File: src/rtl/apple_placer_if.sv
// Apple placement bundle: request/status toward the game FSM,
// random candidate stream in, occupancy memory read port out.
interface apple_placer_if;
    logic [3:0] rand_x;
    logic [3:0] rand_y;
    logic       place_req;
    logic       occ_rd_en;
    logic [3:0] occ_rd_x;
    logic [3:0] occ_rd_y;
    logic       occ_rd_data;
    logic [3:0] apple_x;
    logic [3:0] apple_y;
    logic       apple_valid;
    logic       place_busy;
    logic       place_done;
    logic       board_full;

    modport master (
        output rand_x, rand_y, place_req, occ_rd_data,
        input  occ_rd_en, occ_rd_x, occ_rd_y,
        input  apple_x, apple_y, apple_valid,
        input  place_busy, place_done, board_full
    );

    modport slave (
        input  rand_x, rand_y, place_req, occ_rd_data,
        output occ_rd_en, occ_rd_x, occ_rd_y,
        output apple_x, apple_y, apple_valid,
        output place_busy, place_done, board_full
    );
endinterface

File: src/rtl/apple_placer.sv
// Apple placer: random candidates checked against snake occupancy,
// raster-scan fallback after MAX_TRIES misses, holds committed apple.
module apple_placer #(
    parameter int MAX_TRIES = 8,
    parameter int GRID_MIN  = 1,
    parameter int GRID_MAX  = 14
) (
    input  logic         clk,
    input  logic         reset_n,
    apple_placer_if.slave bus
);
    localparam int TW = $clog2(MAX_TRIES + 1);
    localparam logic [3:0] GMIN = 4'(GRID_MIN);
    localparam logic [3:0] GMAX = 4'(GRID_MAX);

    typedef enum logic [2:0] {
        IDLE, RAND_RD, RAND_CHK, SCAN_RD, SCAN_CHK
    } state_t;

    state_t        state, state_n;
    logic [3:0]    cand_x, cand_x_n;
    logic [3:0]    cand_y, cand_y_n;
    logic [TW-1:0] tries, tries_n;
    logic [3:0]    apple_x_n, apple_y_n;
    logic          valid_n, busy_n, done_n, full_n;
    logic          in_range;

    assign in_range = (cand_x >= GMIN) && (cand_x <= GMAX) &&
                      (cand_y >= GMIN) && (cand_y <= GMAX);

    assign bus.occ_rd_x  = cand_x;
    assign bus.occ_rd_y  = cand_y;
    assign bus.occ_rd_en = (state == RAND_RD) || (state == SCAN_RD);

    always_ff @(posedge clk or negedge reset_n) begin
        if (!reset_n) begin
            state           <= IDLE;
            cand_x          <= '0;
            cand_y          <= '0;
            tries           <= '0;
            bus.apple_x     <= '0;
            bus.apple_y     <= '0;
            bus.apple_valid <= 1'b0;
            bus.place_busy  <= 1'b0;
            bus.place_done  <= 1'b0;
            bus.board_full  <= 1'b0;
        end else begin
            state           <= state_n;
            cand_x          <= cand_x_n;
            cand_y          <= cand_y_n;
            tries           <= tries_n;
            bus.apple_x     <= apple_x_n;
            bus.apple_y     <= apple_y_n;
            bus.apple_valid <= valid_n;
            bus.place_busy  <= busy_n;
            bus.place_done  <= done_n;
            bus.board_full  <= full_n;
        end
    end

    always_comb begin
        state_n   = state;
        cand_x_n  = cand_x;
        cand_y_n  = cand_y;
        tries_n   = tries;
        apple_x_n = bus.apple_x;
        apple_y_n = bus.apple_y;
        valid_n   = bus.apple_valid;
        busy_n    = bus.place_busy;
        full_n    = bus.board_full;
        done_n    = 1'b0;
        unique case (state)
            IDLE: begin
                if (bus.place_req) begin
                    cand_x_n = bus.rand_x;
                    cand_y_n = bus.rand_y;
                    tries_n  = '0;
                    valid_n  = 1'b0;
                    full_n   = 1'b0;
                    busy_n   = 1'b1;
                    state_n  = RAND_RD;
                end
            end
            RAND_RD: state_n = RAND_CHK;
            RAND_CHK: begin
                if (!bus.occ_rd_data && in_range) begin
                    apple_x_n = cand_x;
                    apple_y_n = cand_y;
                    valid_n   = 1'b1;
                    done_n    = 1'b1;
                    busy_n    = 1'b0;
                    state_n   = IDLE;
                end else if (tries == TW'(MAX_TRIES - 1)) begin
                    cand_x_n = GMIN;
                    cand_y_n = GMIN;
                    state_n  = SCAN_RD;
                end else begin
                    tries_n  = tries + TW'(1);
                    cand_x_n = bus.rand_x;
                    cand_y_n = bus.rand_y;
                    state_n  = RAND_RD;
                end
            end
            SCAN_RD: state_n = SCAN_CHK;
            SCAN_CHK: begin
                if (!bus.occ_rd_data) begin
                    apple_x_n = cand_x;
                    apple_y_n = cand_y;
                    valid_n   = 1'b1;
                    done_n    = 1'b1;
                    busy_n    = 1'b0;
                    state_n   = IDLE;
                end else if (cand_x == GMAX && cand_y == GMAX) begin
                    full_n  = 1'b1;
                    busy_n  = 1'b0;
                    state_n = IDLE;
                end else begin
                    // raster order: x fastest, wrap to next row
                    if (cand_x == GMAX) begin
                        cand_x_n = GMIN;
                        cand_y_n = cand_y + 4'd1;
                    end else begin
                        cand_x_n = cand_x + 4'd1;
                    end
                    state_n = SCAN_RD;
                end
            end
            default: state_n = IDLE;
        endcase
    end
endmodule

File: src/flat_wrapper.sv
// flat-port wrapper written by rule: the top's interface ports become plain ports
module apple_placer_flat 
#(
    parameter int MAX_TRIES = 8,
    parameter int GRID_MIN  = 1,
    parameter int GRID_MAX  = 14
)
  (clk, reset_n, bus_rand_x, bus_rand_y, bus_place_req, bus_occ_rd_data, bus_occ_rd_en, bus_occ_rd_x, bus_occ_rd_y, bus_apple_x, bus_apple_y, bus_apple_valid, bus_place_busy, bus_place_done, bus_board_full);
  apple_placer_if bus_i ();
  input  logic clk;
  input  logic reset_n;
  input wire logic [$bits(bus_i.rand_x)-1:0] bus_rand_x;
  input wire logic [$bits(bus_i.rand_y)-1:0] bus_rand_y;
  input wire logic [$bits(bus_i.place_req)-1:0] bus_place_req;
  input wire logic [$bits(bus_i.occ_rd_data)-1:0] bus_occ_rd_data;
  output wire logic [$bits(bus_i.occ_rd_en)-1:0] bus_occ_rd_en;
  output wire logic [$bits(bus_i.occ_rd_x)-1:0] bus_occ_rd_x;
  output wire logic [$bits(bus_i.occ_rd_y)-1:0] bus_occ_rd_y;
  output wire logic [$bits(bus_i.apple_x)-1:0] bus_apple_x;
  output wire logic [$bits(bus_i.apple_y)-1:0] bus_apple_y;
  output wire logic [$bits(bus_i.apple_valid)-1:0] bus_apple_valid;
  output wire logic [$bits(bus_i.place_busy)-1:0] bus_place_busy;
  output wire logic [$bits(bus_i.place_done)-1:0] bus_place_done;
  output wire logic [$bits(bus_i.board_full)-1:0] bus_board_full;
  assign bus_i.rand_x = bus_rand_x;
  assign bus_i.rand_y = bus_rand_y;
  assign bus_i.place_req = bus_place_req;
  assign bus_i.occ_rd_data = bus_occ_rd_data;
  assign bus_occ_rd_en = bus_i.occ_rd_en;
  assign bus_occ_rd_x = bus_i.occ_rd_x;
  assign bus_occ_rd_y = bus_i.occ_rd_y;
  assign bus_apple_x = bus_i.apple_x;
  assign bus_apple_y = bus_i.apple_y;
  assign bus_apple_valid = bus_i.apple_valid;
  assign bus_place_busy = bus_i.place_busy;
  assign bus_place_done = bus_i.place_done;
  assign bus_board_full = bus_i.board_full;
  apple_placer #(.MAX_TRIES(MAX_TRIES), .GRID_MIN(GRID_MIN), .GRID_MAX(GRID_MAX)) u_core (.clk(clk), .reset_n(reset_n), .bus(bus_i));
endmodule
File: config.mk
export PLATFORM = sky130hd
export DESIGN_NAME = apple_placer_flat
export DESIGN_NICKNAME = d
export VERILOG_FILES = /design/src/rtl/apple_placer_if.sv /design/src/rtl/apple_placer.sv /design/src/flat_wrapper.sv
export SDC_FILE = /design/constraint.sdc
export NUM_CORES = 1
export LEC_CHECK = 0
export ABC_AREA = 0
export CAP_MARGIN = 20
export CORE_AREA = 5 5 90 50
export DETAILED_ROUTE_END_ITERATION = 16
export DIE_AREA = 0 0 95 55
export PLACE_DENSITY = 0.84
export SLEW_MARGIN = 15
export SYNTH_ARGS = -nofsm -noshare
export SYNTH_HDL_FRONTEND = slang
export SYNTH_SLANG_ARGS = --single-unit
File: constraint.sdc
create_clock -name clk -period 2.2 [get_ports clk]
set_clock_uncertainty 0.15 [all_clocks]
set_input_delay 0.33 -clock clk [delete_from_list [all_inputs] [get_ports clk]]
set_output_delay 0.33 -clock clk [all_outputs]
set_load 0.005 [all_outputs]
==> reports/qor.txt <==
core area = 3680 µm²
Synth Register Bits = 27
library cells used by synthesis = 51
ANT nets after route = 0
Synth Area in Compound Gates = 20.0%
Worst Reg-to-Reg Cells = 7
Root Buffer = clkbuf_8
worst slew pin tran = 524 ps
Rel. slew slack = 64.8%
Clock Sinks = 27
Min Clock Period, post-route = 2150 ps
ys flop type = dfrtp_1
FF-to-FF setup slack = 50 ps
Final Cycle Share = 97.6%
register area share after synthesis = 43.1%
H-tree Lvls = 1
RR Startpoint = u_core.bus.occ_rd_y[0]
Adder-Cell Fraction of Synth Area = 3.99%
final setup vio count = 0
max-slew violations = 0
IO Pins = 33
final cell count without fillers = 271
Detail Placement HPWL = 3.19 mm
ANT cells = 0
IO buf count = 32
Final Power = 3.00 mW
Crit Path Class = reg -> reg
Fill cells = 334
net switching power of the design = 1.13 mW
leakage power = 0.974 nW
FP Rows = 16
Die Span X = 95 µm
worst-path maximum fanout = 7
WL per Instance = 15.8 µm
Die ar. = 5230 µm²
die height = 55 µm
ratio of cells with drive above 1 in the final layout = 29.0%
iteration count of the initial detailed-routing pass = 4
worst hold-check path type = in -> async
GR Util All Layers = 17.5%
critical path launch point = u_core.bus.occ_rd_y[0]
final wirelength = 4.27 mm
status = completed
Simple-Gate Fraction of Synth Area = 18.3%
post-synthesis xor/xnor area fraction = 1.12%
pwr dens = 1330 nW/µm²
Post-synth ARST share = 100%
clk slew on worst S/H paths = 90 ps
worst path required time = 2220 ps
vias in the first global route = 1,400
placed cells = 259
Syn Inst Count = 156
initial cell density of the core = 42.6%
Clk network pwr share = 9.6%
first-pass GRT wire length = 6.90 mm
via count = 1,439
Worst setup SP type = flip-flop
largest net degree at the start of global routing = 28
worst setup path endpoint = u_core.bus.occ_rd_x[3]
initial DRC count = 55
Layout Nets = 235
fin area = 2250 µm²
setup repair after global routing missed its margin = true
mux share of post-synthesis cell area = 8.06%
Area after DPL = 2090 µm²
RR Endpoint = u_core.bus.occ_rd_x[3]
CP Capture Type = flip-flop
DR DRC count = 0
utilization after layout = 61.1%
CTS tree = done
Max Cap Viol = 0
Fin Setup TNS = 0 ps
CTS Hold Bufs = 0
Post-synth EDFFs = 0
Num CTS Buffers = 3
Max Buffers Root-to-Sink = 2
routability cong. = 0.886
Internal Power = 1.87 mW
critical path arrival = 2170 ps
grt total ovfl = 0
Seq pwr share = 29.9%
clk_lat worst skew = 280 ps
Vias/cell = 5.31
power share of the combinational group = 60.4%
fmax = 466 MHz
Mean Syn Cell Area = 10.0 µm²
synth warn = 0
worst vdd ir = 0.000641 V
area delta synth->final = 43.5%
Synth Cell Area = 1570 µm²
Syn Nets = 173
Sw Ratio = 37.7%
combinational family with the most area after synthesis = compound AO/OA/AOI/OAI gates
initial antenna violation count = 0
final hold violations = 0
metrics by stage:
stage / setup WS, ps / hold slack [ps]
floorplan: 8.25 / -116
global placement: 4.69 / 326
detailed placement: -102 / 327
CTS: 11.0 / 308
global route: -28.7 / 333
finish: 53.7 / 290
cells in the mapped netlist, types with 2 or more instances:
| cell type | number | area, µm² |
|---|---|---|
| dfrtp_1 | 27 | 676 |
| nand3_1 | 10 | 50.1 |
| inv_1 | 9 | 33.8 |
| mux2_2 | 9 | 101 |
| nand2_1 | 9 | 33.8 |
| nor3_1 | 8 | 40.0 |
| nor2_1 | 7 | 26.3 |
| o21ai_0 | 7 | 35.0 |
| a21oi_1 | 6 | 30.0 |
| o31ai_1 | 6 | 45.0 |
| ha_1 | 5 | 62.6 |
| a31oi_1 | 4 | 25.0 |
| buf_2 | 3 | 15.0 |
| or3_1 | 3 | 18.8 |
| a211oi_1 | 2 | 15.0 |
| a22o_1 | 2 | 17.5 |
| buf_4 | 2 | 15.0 |
| nor4_1 | 2 | 12.5 |
| o31a_1 | 2 | 17.5 |
| xnor2_1 | 2 | 17.5 |
worst max-delay path, stage by stage (launching register included):
cell     delay (ps)
dfrtp_1         400
inv_2            70
ha_2            190
o32a_4          360
and3_4          230
or2_4           260
inv_2            70
mux2_2          320
power groups by stage:
stage               Clock [mW]  Combinational (mW)  Sequential (mW)
global placement             0                1.63            0.887
CTS                      0.295                1.72            0.888
detailed placement           0                1.67            0.895
global route             0.312                1.98            0.935
finish                   0.290                1.81            0.899
floorplan                    0               0.849            0.890
sequential cells by signal, indices dropped and copies added (netlist names):
name and cells:
u_core.bus.place_busy 1, u_core.tries 4, u_core.bus.occ_rd_x 4, u_core.state 3, u_core.bus.apple_valid 1, u_core.bus.board_full 1, u_core.bus.occ_rd_y 4, u_core.bus.apple_y 4
u_core.bus.apple_x 4, u_core.bus.place_done 1
worst min path at each step:
stage                                      start                     end  slack, ps  cells after the start
after floorplan                          reset_n  u_core.bus.apple_valid       -120                      0
after global placement    u_core.bus.apple_valid  u_core.bus.apple_valid        330                      2
after detailed placement  u_core.bus.apple_valid  u_core.bus.apple_valid        330                      2
after CTS                                reset_n         u_core.state[2]        310                      2
after global routing                     reset_n   u_core.bus.place_done        330                      2
final                                    reset_n   u_core.bus.place_done        290                      2
final cells by class:
type / instances / area (µm²) / share of cell area [%]
timing repair buffer: 65 / 581 / 25.8
tap: 54 / 67.6 / 3.00
sequential: 27 / 676 / 30.0
multi-input combinational: 111 / 843 / 37.5
inverter: 10 / 37.5 / 1.67
clock buffer: 4 / 45.0 / 2.00
kinds of logic after synthesis:
kind of cell	Yosys count
buffers and inverters	18
multiplexers	11
AO/OA/AOI/OAI	42
AND/OR/NAND/NOR	51
adder cells (fa/ha/maj)	5
XOR/XNOR	2
flip-flops	27
per-layer routing:
metal  GRT usage [%]  wire length, µm
met2            26.7             1760
met5               0                0
met4            4.07               33
met1            25.4             2100
met3            4.05              381
cells in the final DEF, fill, tap and decap left out, types with 2 or more instances in the layout:
cell type and count:
a22o_1 2, mux2_2 9, nand2_1 9, a31oi_1 4, o31ai_1 6, ha_2 2, xnor2_1 2, dfrtp_1 27
inv_2 3, nor2_1 7, nor4_1 2, o21ai_0 7, or3_1 2, buf_4 32, clkdlybuf4s50_1 32, nand3_1 10
o31a_1 2, a211oi_1 2, ha_1 3, inv_1 7, nor3_1 7, a21oi_1 6, clkbuf_8 3
what timing repair did:
item,in CTS,in global routing
resized for setup,1,7
pin swaps,0,5
hold endpoints to repair,0,0
endpoints found under the setup margin,10,14
setup buffers,2,6
(Power assumes the default switching activity.)
